### config.mk
export PLATFORM = sky130hd
export DESIGN_NAME = fifo_wr_arbiter_flat
export DESIGN_NICKNAME = d
export VERILOG_FILES = /design/src/rtl/fifo_ctrl_pkg.sv /design/src/rtl/fifo_wr_arbiter_if.sv /design/src/rtl/rr_arbiter.sv /design/src/rtl/fifo_wr_arbiter.sv /design/src/flat_wrapper.sv
export SDC_FILE = /design/constraint.sdc
export NUM_CORES = 1
export LEC_CHECK = 0
export CAP_MARGIN = 30
export CORE_MARGIN = 3
export CORE_UTILIZATION = 40
export CTS_BUF_LIST = sky130_fd_sc_hd__clkbuf_4
export DETAILED_ROUTE_END_ITERATION = 10
export PLACE_DENSITY = 0.86
export SLEW_MARGIN = 20
export SYNTH_ARGS = -nofsm -noshare
export SYNTH_HDL_FRONTEND = slang
export SYNTH_SLANG_ARGS = --single-unit
### constraint.sdc
create_clock -name wr_clk -period 3.8 [get_ports wr_clk]
set_input_delay 0.95 -clock wr_clk [delete_from_list [all_inputs] [get_ports wr_clk]]
set_output_delay 0.95 -clock wr_clk [all_outputs]
set_load 0.005 [all_outputs]
### src/rtl/fifo_ctrl_pkg.sv
// Shared defaults, state encoding and helpers for the FIFO write arbiter.
// Imported by the interface, the round-robin selector and the top level.
package fifo_ctrl_pkg;

  localparam int NUM_REQ_DEF   = 4;
  localparam int DATA_W_DEF    = 16;
  localparam int MAX_BURST_DEF = 4;
  localparam int WR_COUNT_W    = 16;
  // Wide enough to count up to MAX_BURST-1 for MAX_BURST in 1..16.
  localparam int BURST_CNT_W   = 4;

  typedef enum logic {
    ST_IDLE  = 1'b0,
    ST_BURST = 1'b1
  } state_t;

  function automatic int id_width(input int n);
    return (n > 1) ? $clog2(n) : 1;
  endfunction

endpackage

### src/rtl/fifo_wr_arbiter_if.sv
// Requester bundle plus FIFO write port of the write arbiter.
// The slave modport is the arbiter; the master modport is whoever drives requests.
interface fifo_wr_arbiter_if
  import fifo_ctrl_pkg::*;
#(
  parameter int NUM_REQ = NUM_REQ_DEF,
  parameter int DATA_W  = DATA_W_DEF,
  parameter int ID_W    = id_width(NUM_REQ)
) ();

  // Handshake: requester i transfers one word on a rising edge where
  // req_valid[i] and req_ready[i] are both high; ready never depends on valid,
  // and a word presented with req_valid must stay stable until accepted.
  logic [NUM_REQ-1:0]        req_valid;
  logic [NUM_REQ*DATA_W-1:0] req_data;
  logic [NUM_REQ-1:0]        req_last;
  logic [NUM_REQ-1:0]        req_ready;

  logic                      fifo_full;
  logic                      fifo_wr_en;
  logic [DATA_W-1:0]         fifo_data;

  logic [ID_W-1:0]           grant_id;
  logic                      busy;
  logic [WR_COUNT_W-1:0]     wr_count;
  state_t                    state_dbg;

  modport master (
    output req_valid, req_data, req_last, fifo_full,
    input  req_ready, fifo_wr_en, fifo_data, grant_id, busy, wr_count, state_dbg
  );

  modport slave (
    input  req_valid, req_data, req_last, fifo_full,
    output req_ready, fifo_wr_en, fifo_data, grant_id, busy, wr_count, state_dbg
  );

endinterface

### src/rtl/rr_arbiter.sv
// Combinational round-robin pick: search starts at rr_ptr+1 and wraps,
// so the previously granted requester has the lowest priority.
module rr_arbiter
  import fifo_ctrl_pkg::*;
#(
  parameter int NUM_REQ = NUM_REQ_DEF,
  parameter int ID_W    = id_width(NUM_REQ)
) (
  input  logic [NUM_REQ-1:0] req,
  input  logic [ID_W-1:0]    rr_ptr,
  output logic [ID_W-1:0]    winner,
  output logic               any_req
);

  logic [ID_W-1:0] cand;

  // Scan from the lowest priority down so the highest-priority hit is written last.
  always_comb begin
    winner  = rr_ptr;
    any_req = 1'b0;
    cand    = '0;
    for (int k = NUM_REQ; k >= 1; k--) begin
      cand = ID_W'((int'(rr_ptr) + k) % NUM_REQ);
      if (req[cand]) begin
        winner  = cand;
        any_req = 1'b1;
      end
    end
  end

endmodule

### src/rtl/fifo_wr_arbiter.sv
// Round-robin burst arbiter funnelling NUM_REQ word streams into one FIFO write port.
// The write path is combinational so fifo_full blocks a transfer in the same cycle.
module fifo_wr_arbiter
  import fifo_ctrl_pkg::*;
#(
  parameter int NUM_REQ   = NUM_REQ_DEF,
  parameter int DATA_W    = DATA_W_DEF,
  parameter int MAX_BURST = MAX_BURST_DEF
) (
  input  logic             wr_clk,
  input  logic             reset_n,
  fifo_wr_arbiter_if.slave bus
);

  localparam int ID_W = id_width(NUM_REQ);
  localparam logic [BURST_CNT_W-1:0] LAST_BEAT = BURST_CNT_W'(MAX_BURST - 1);

  state_t                 state;
  logic [ID_W-1:0]        rr_ptr;
  logic [ID_W-1:0]        grant_id_q;
  logic [BURST_CNT_W-1:0] burst_cnt;
  logic [WR_COUNT_W-1:0]  wr_count_q;
  logic                   busy_q;

  logic [ID_W-1:0]        winner;
  logic                   any_req;
  logic                   in_burst;
  logic                   gnt_valid;
  logic                   gnt_last;
  logic [DATA_W-1:0]      gnt_data;
  logic                   xfer;
  logic                   burst_end;
  logic [NUM_REQ-1:0]     ready;

  rr_arbiter #(
    .NUM_REQ (NUM_REQ),
    .ID_W    (ID_W)
  ) u_rr (
    .req     (bus.req_valid),
    .rr_ptr  (rr_ptr),
    .winner  (winner),
    .any_req (any_req)
  );

  // Pick out the granted requester's lane.
  always_comb begin
    gnt_valid = 1'b0;
    gnt_last  = 1'b0;
    gnt_data  = '0;
    for (int i = 0; i < NUM_REQ; i++) begin
      if (ID_W'(i) == grant_id_q) begin
        gnt_valid = bus.req_valid[i];
        gnt_last  = bus.req_last[i];
        gnt_data  = bus.req_data[i*DATA_W +: DATA_W];
      end
    end
  end

  // Inputs are ignored while reset is asserted, so no write escapes in that cycle.
  assign in_burst  = (state == ST_BURST) && reset_n;
  assign xfer      = in_burst && gnt_valid && !bus.fifo_full;
  assign burst_end = gnt_last || (burst_cnt == LAST_BEAT);

  always_comb begin
    ready = '0;
    for (int i = 0; i < NUM_REQ; i++) begin
      if (in_burst && (ID_W'(i) == grant_id_q)) begin
        ready[i] = !bus.fifo_full;
      end
    end
  end

  assign bus.req_ready  = ready;
  assign bus.fifo_wr_en = xfer;
  assign bus.fifo_data  = xfer ? gnt_data : '0;
  assign bus.grant_id   = grant_id_q;
  assign bus.busy       = busy_q;
  assign bus.wr_count   = wr_count_q;
  assign bus.state_dbg  = state;

  always_ff @(posedge wr_clk) begin
    if (!reset_n) begin
      state      <= ST_IDLE;
      rr_ptr     <= ID_W'(NUM_REQ - 1);
      grant_id_q <= '0;
      burst_cnt  <= '0;
      wr_count_q <= '0;
      busy_q     <= 1'b0;
    end else begin
      case (state)
        ST_IDLE: begin
          if (any_req) begin
            state      <= ST_BURST;
            busy_q     <= 1'b1;
            grant_id_q <= winner;
            rr_ptr     <= winner;
            burst_cnt  <= '0;
          end
        end
        ST_BURST: begin
          // A dropped valid abandons the burst; full with valid simply stalls.
          if (!gnt_valid) begin
            state  <= ST_IDLE;
            busy_q <= 1'b0;
          end else if (xfer) begin
            burst_cnt  <= burst_cnt + 1'b1;
            wr_count_q <= wr_count_q + 1'b1;
            if (burst_end) begin
              state  <= ST_IDLE;
              busy_q <= 1'b0;
            end
          end
        end
        default: begin
          state  <= ST_IDLE;
          busy_q <= 1'b0;
        end
      endcase
    end
  end

endmodule

### src/flat_wrapper.sv
// flat-port wrapper written by rule: the top's interface ports become plain ports
module fifo_wr_arbiter_flat import fifo_ctrl_pkg::*;
#(
  parameter int NUM_REQ   = NUM_REQ_DEF,
  parameter int DATA_W    = DATA_W_DEF,
  parameter int MAX_BURST = MAX_BURST_DEF
)
  (wr_clk, reset_n, bus_req_valid, bus_req_data, bus_req_last, bus_fifo_full, bus_req_ready, bus_fifo_wr_en, bus_fifo_data, bus_grant_id, bus_busy, bus_wr_count, bus_state_dbg);
  fifo_wr_arbiter_if #(.NUM_REQ(NUM_REQ), .DATA_W(DATA_W)) bus_i ();
  input  logic wr_clk;
  input  logic reset_n;
  input wire logic [$bits(bus_i.req_valid)-1:0] bus_req_valid;
  input wire logic [$bits(bus_i.req_data)-1:0] bus_req_data;
  input wire logic [$bits(bus_i.req_last)-1:0] bus_req_last;
  input wire logic [$bits(bus_i.fifo_full)-1:0] bus_fifo_full;
  output wire logic [$bits(bus_i.req_ready)-1:0] bus_req_ready;
  output wire logic [$bits(bus_i.fifo_wr_en)-1:0] bus_fifo_wr_en;
  output wire logic [$bits(bus_i.fifo_data)-1:0] bus_fifo_data;
  output wire logic [$bits(bus_i.grant_id)-1:0] bus_grant_id;
  output wire logic [$bits(bus_i.busy)-1:0] bus_busy;
  output wire logic [$bits(bus_i.wr_count)-1:0] bus_wr_count;
  output wire logic [$bits(bus_i.state_dbg)-1:0] bus_state_dbg;
  assign bus_i.req_valid = bus_req_valid;
  assign bus_i.req_data = bus_req_data;
  assign bus_i.req_last = bus_req_last;
  assign bus_i.fifo_full = bus_fifo_full;
  assign bus_req_ready = bus_i.req_ready;
  assign bus_fifo_wr_en = bus_i.fifo_wr_en;
  assign bus_fifo_data = bus_i.fifo_data;
  assign bus_grant_id = bus_i.grant_id;
  assign bus_busy = bus_i.busy;
  assign bus_wr_count = bus_i.wr_count;
  assign bus_state_dbg = bus_i.state_dbg;
  fifo_wr_arbiter #(.NUM_REQ(NUM_REQ), .DATA_W(DATA_W), .MAX_BURST(MAX_BURST)) u_core (.wr_clk(wr_clk), .reset_n(reset_n), .bus(bus_i));
endmodule
# Yosys cells after proc, flatten, opt, wreduce, memory -nomap -nowiden
# Index checks and enable logic that the tools add are counted.
[word_totals]
reg_bits = 26
output_inout_bits = 41
wordCells = 87
[op_classes]
add_sub_neg = 6
order_cmp = 4
eq_ne = 9
mux = 47
bitwise_logic = 1
n_reduce_logical = 14
[op_table]
columns = ["operator", "count"]
rows = [
  ["two-way mux 16 bit", 5],
  ["two-way mux 1 bit", 28],
  ["adder 16 x 1 -> 16 bit (second input constant)", 1],
  ["less-than comparator 2 x 3 -> 1 bit (second input constant)", 4],
  ["two-way mux 4 bit", 3],
  ["AND reduction 3 bit", 3],
  ["binary-select mux 1 bit (select 2 bit)", 4],
  ["two-way mux 2 bit", 4],
  ["one-hot mux 4 bit (2 select lines)", 1],
  ["logical AND 1 bit", 7],
  ["!= test 3 bit (second input constant)", 2],
  ["adder 2 x 1 -> 2 bit (second input constant)", 2],
  ["adder 2 bit (second input constant)", 2],
  ["adder 4 x 1 -> 4 bit (second input constant)", 1],
  ["equality test 2 bit (first input constant)", 2],
  ["equality test 4 x 2 -> 1 bit (second input constant)", 1],
  ["!= test 2 bit (second input constant)", 2],
  ["one-hot mux 1 bit (2 select lines)", 2],
  ["equality test 1 x 2 -> 1 bit (first input constant)", 1],
  ["zero test 2 bit", 1],
  ["!= test 2 x 1 -> 1 bit (second input constant)", 1],
  ["AND reduction 2 bit", 1],
  ["zero test 1 bit", 1],
  ["logical OR 1 bit", 1],
  ["NOT 1 bit", 1],
]

# Depth between registers and ports, before layout
# Gate-level depths: netlist of the first run.
[depth]
word_depth = 10
depth_mapped = 7

# Cells and area by module
# From an unflattened synthesis of the first run, not the netlist that was laid out.
[hier_totals]
cells_unflattened = 196
area_unflattened_um2 = 1805.5
[modules_own_cells]
columns = ["mod", "n_inst", "cells_per_inst", "area_per_inst_um2"]
rows = [
  ["fifo_wr_arbiter", 1, 182, 1722.9],
  ["rr_arbiter", 1, 14, 82.6],
]

# Worst setup path after synthesis of the first run
# Ideal clock, no wire load.
[synth_path]
kind = "input port to output port"
start = "in bus_req_valid[3]"
end = "out bus_fifo_data[10]"
arrival_ps = 1946
slack_ps = 904
stages = 4
path_buffers = 2
path_cell_list = "mux4_2 clkbuf_1 clkbuf_1 and3_1"
[synth_via]
elab_chain_len = 4
[synth_lines]
columns = ["item", "line_no", "text"]
rows = [
  ["from (decl)", "flat_wrapper.sv:12", "input wire logic [$bits(bus_i.req_valid)-1:0] bus_req_valid;"],
  ["two-way mux 1 bit", "fifo_wr_arbiter.sv:51", "if (ID_W'(i) == grant_id_q) begin"],
  ["logical AND 1 bit (2 in series)", "fifo_wr_arbiter.sv:61", "assign xfer = in_burst && gnt_valid && !bus.fifo_full;"],
  ["two-way mux 16 bit", "fifo_wr_arbiter.sv:75", "assign bus.fifo_data = xfer ? gnt_data : '0;"],
  ["to (decl)", "flat_wrapper.sv:18", "output wire logic [$bits(bus_i.fifo_data)-1:0] bus_fifo_data;"],
]
# No other way between the ends.

# Worst setup path after layout of the first run
[layout_path]
start = "in bus_req_valid[3]"
end = "out bus_fifo_data[0]"
# The elaborated chain is that of the path after synthesis.

==> summary by stage, run 1 <==
Outcome
The run finished with clean final reports.

Detailed routing
In this run the remaining antenna-violating nets after routing total 0. The sum of routed wire length over all layers is ~6.5 mm. The DRC violation count after routing is 0.

The first-pass iteration count of the detailed router is 5. The count of routing violations after the opening detailed-route iteration is 136. Dividing the detail-routed wire length by the instance count gives approximately 18 um. The routed via count divided by cell count is a little under 6. The count of vias placed by the detailed router is 2113.

STA
The worst hold slack after final layout is around 0.5 ns. For the final database, setup skew stands at around 0.0019 ns. The headroom to the max-slew limit is between 60 and 70%. Setup repair after global routing left no endpoint under its margin. The final hold violation count was 0. The final critical delay including setup and external delays is between 3 and 4 ns. The final count of pins violating max slew is 0.

The slew at the pin closest to its max-slew limit is about 0.47 ns. Setup violations remaining at the end of the flow were counted as 0. The fraction of the cycle the final worst path needs is roughly 97%. Timing would allow up to 270 MHz.

The total negative slack is 0 ns.

CTS
The CTS tree is done. The clock sink total is 26. The clock transition at the registers of the reported paths is 0.14 ns. The latest clock arrival within the worst-skew pair is 0.32 ns. The total number of H-tree levels is 1.

Counting along the longest clock path gives a buffer depth of 2. Hold repair after CTS inserted 0 buffers. Once the clock tree was built, the resizer swapped 0 gates to a different size. Post-CTS timing repair inserted 0 buffers for setup. The tree is rooted in a sky130_fd_sc_hd__clkbuf_4. The number of buffers created by CTS is 3.

Hold path
In this run the worst hold path is classified as reg2reg. The worst min-delay path endpoint is u_core.bus.wr_count[15]. The number of cells traversed by the worst hold path is 2.

The startpoint of the most critical hold path is u_core.bus.wr_count[15].

Setup path
The data arrival time of the critical path is between 2 and 3 ns. The type of destination of the critical path is an output port. The startpoint of the worst setup timing path is bus_req_valid[3]. The endpoint of the most critical register-to-register path is u_core.bus.wr_count[10]. The critical path is of the in2out type.

The reg-to-reg setup timing slack is around 1.6 ns. The largest fanout on the critical path is 20. The launching point of the worst reg2reg path is u_core.bus.grant_id[0]. The cell depth of the worst flop-to-flop path is 6. The required time reported for the critical path endpoint is 2.85 ns. STA classifies the critical path startpoint as an input port.

Placed design
Routability-driven placement finished with a final weighted congestion of between 0.8 and 0.9. The number of buffers inserted by port buffering is approximately 120. The detailed placer's ending HPWL is approximately 5.2 mm. Including well taps, the total number of placed cells is 360.

Layout
In the layout the commonest cells are 115 x sky130_fd_sc_hd__clkdlybuf4s50_1, 26 x sky130_fd_sc_hd__dfxtp_1, 19 x sky130_fd_sc_hd__mux4_2, 19 x sky130_fd_sc_hd__and3_1, 16 x sky130_fd_sc_hd__nand2_1. In the final design database the tool counted between 300 and 400 nets. The proportion of layout cells with a drive suffix above 1 is 11.2%.

The final design utilization is between 70% and 80%. The repair_antennas step left the layout with diodes totalling 0. The layout overhead on the synthesized area is 67.2%. The final cell count without fillers is between 300 and 400.

The number of filler instances in the final layout is between 300 and 400. The commonest non-fill, non-tap cell in the layout is sky130_fd_sc_hd__clkdlybuf4s50_1.

Synthesis
The synthesized design contains 0 enable-type register cells. Sorting the synthesized cells by area gives the leading types as sky130_fd_sc_hd__dfxtp_1 28%, sky130_fd_sc_hd__mux4_2 23%, sky130_fd_sc_hd__and3_1 6.4%, sky130_fd_sc_hd__o31ai_1 4.0%, sky130_fd_sc_hd__a21oi_1 3.5%. The number of distinct library cells after synthesis is between 40 and 50. The share of the synthesized area in the top cell type is 27.8%. In the synthesized netlist the dominant register cell turns out to be sky130_fd_sc_hd__dfxtp_1.

The sequential area share after synthesis is 27.8%. The register bit total from synthesis is 26. Counting flops with an async set or reset pin after synthesis yields a share of 0%. The net count after synthesis is roughly 280. The netlist area before placement is ~0.0019 sq mm.

Synthesis produced a little under 200 cells. The Yosys step of the flow raised 0 warnings. The top cell type by total area after synthesis is sky130_fd_sc_hd__dfxtp_1. In this run the mean area of a mapped cell was 9.40 sq um.

GRT
The via count of the first global-routing pass is around 2100. Global routing used a little under a quarter of the available tracks. Entering global routing, the biggest net connects 30 pins. The first global-routing pass estimated 10.1 mm of wire. The number of antenna violations at the first check in global routing is 0.

The total overflow left after global routing is 0.

Die
The initial cell density of the core is 42.1%. The I/O pin count is 116. The die is 74.4 um tall. In this run the core area contains 24 standard-cell rows. The horizontal die dimension is about 74 um.

The core outline area is around 0.0044 sq mm. The floorplan step defined a die boundary enclosing around 0.0055 sq mm.

Power and ir drop
The maximum resistive drop on vdd is 0.160 mV. Dividing total power by cell area gives a power density of about 220 mW/mm^2. For this design the static power due to leakage is 1.19 nW.

Run
The number of max-capacitance violations reported is 0.
## final cells by class
class                   count  area [sq um]  area share, %
multi-input cells         153          1260           40.2
flip-flops and latches     26           520           16.6
repair buffers            126          1250           39.8
clock buffers               3          22.5          0.720
inverters                   3          11.3          0.360
well taps                  52          65.1           2.08
clock inverters             1          3.75          0.120
## metrics by stage
stage / instance area [sq um] / total power (W) / setup WS (ns)
after global routing: 3130 / 0.000723 / 0.0331
after CTS: 3130 / 0.000684 / 0.105
after floorplan: 1870 / 0.000434 / 0.904
after global placement: 3100 / 0.000561 / 0.134
after detailed placement: 3100 / 0.000567 / 0.105
final: 3130 / 0.000682 / 0.101
## synth_stat cells, types with 2 or more instances
cell type and instances:
sky130_fd_sc_hd__a21oi_1 13, sky130_fd_sc_hd__nor3b_1 2, sky130_fd_sc_hd__nand3_1 9, sky130_fd_sc_hd__and3_1 19
sky130_fd_sc_hd__or4_1 8, sky130_fd_sc_hd__ha_1 2, sky130_fd_sc_hd__dfxtp_1 26, sky130_fd_sc_hd__o31ai_1 10
sky130_fd_sc_hd__and3b_1 2, sky130_fd_sc_hd__o211ai_1 3, sky130_fd_sc_hd__o21bai_1 2, sky130_fd_sc_hd__buf_2 4
sky130_fd_sc_hd__inv_1 2, sky130_fd_sc_hd__mux4_2 19, sky130_fd_sc_hd__and2b_1 4, sky130_fd_sc_hd__nor2_1 7
sky130_fd_sc_hd__a21o_1 2, sky130_fd_sc_hd__o21ai_0 5, sky130_fd_sc_hd__nand2_1 16, sky130_fd_sc_hd__nor4_1 2
sky130_fd_sc_hd__mux2i_1 3, sky130_fd_sc_hd__clkbuf_1 11, sky130_fd_sc_hd__nand4_1 10
## cells by family (layout without fill, tap and decap cells)
group                      after synthesis  count (layout)  share of synthesized area (%)
AOI/OAI and AO/OA                       40              40                           13.6
xor gates and xnor gates                 1               1                          0.468
adders and majority gates                2               2                           1.34
buffers and inverters                   20             133                           4.88
DFF                                     26              26                           27.8
muxes                                   22              22                           24.5
and+or+nand+nor                         88              88                           27.4
## how the worst max path moves through the flow
stage	end	slack, ns	depth (start not counted)
after CTS	bus_fifo_data[0]	0.10	4
after global routing	bus_fifo_data[0]	0.03	4
after global placement	bus_fifo_data[4]	0.13	4
after floorplan	bus_fifo_data[10]	0.90	4
final	bus_fifo_data[0]	0.10	4
after detailed placement	bus_fifo_data[0]	0.10	4
## power breakdown
group	leakage (nW)	total [W]	switching, W	internal [W]
Clock	0.0154	0.000121	0.0000824	0.0000385
Combinational	0.961	0.000264	0.0000939	0.000170
Sequential	0.211	0.000297	0.0000143	0.000283
## layer usage
metal  track usage, %  share of wire (%)  vias up
met3             5.81                4.8       14
met1             27.7                 39     1014
li1                 -                  -     1010
met5                0                  0        -
met2             43.9                 53       75
met4             5.73                2.5        0
## registers in the layout, summed over array words and instances (netlist names)
signal                flops
u_core.bus.grant_id       2
u_core.rr_ptr             2
u_core.burst_cnt          4
u_core.bus.state_dbg      1
u_core.bus.wr_count      16
u_core.bus.busy           1
## critical path, cell delays in order
cell                              delay (ns)
sky130_fd_sc_hd__clkdlybuf4s50_1        0.42
sky130_fd_sc_hd__mux4_2                 0.67
sky130_fd_sc_hd__and3_1                 0.25
sky130_fd_sc_hd__clkdlybuf4s50_1        0.46
No activity file was read; power rests on OpenSTA's default activity.
==> inputs of run 2 (changes only) <==
--- a/config.mk
+++ b/config.mk
@@ -5,7 +5,7 @@
 export SDC_FILE = /design/constraint.sdc
 export NUM_CORES = 1
 export LEC_CHECK = 0
-export CAP_MARGIN = 30
+export CAP_MARGIN = 20
 export CORE_MARGIN = 3
 export CORE_UTILIZATION = 40
 export CTS_BUF_LIST = sky130_fd_sc_hd__clkbuf_4
==> results of run 2 <==
Final layout, timing and power as in run 1 (identical DEF).
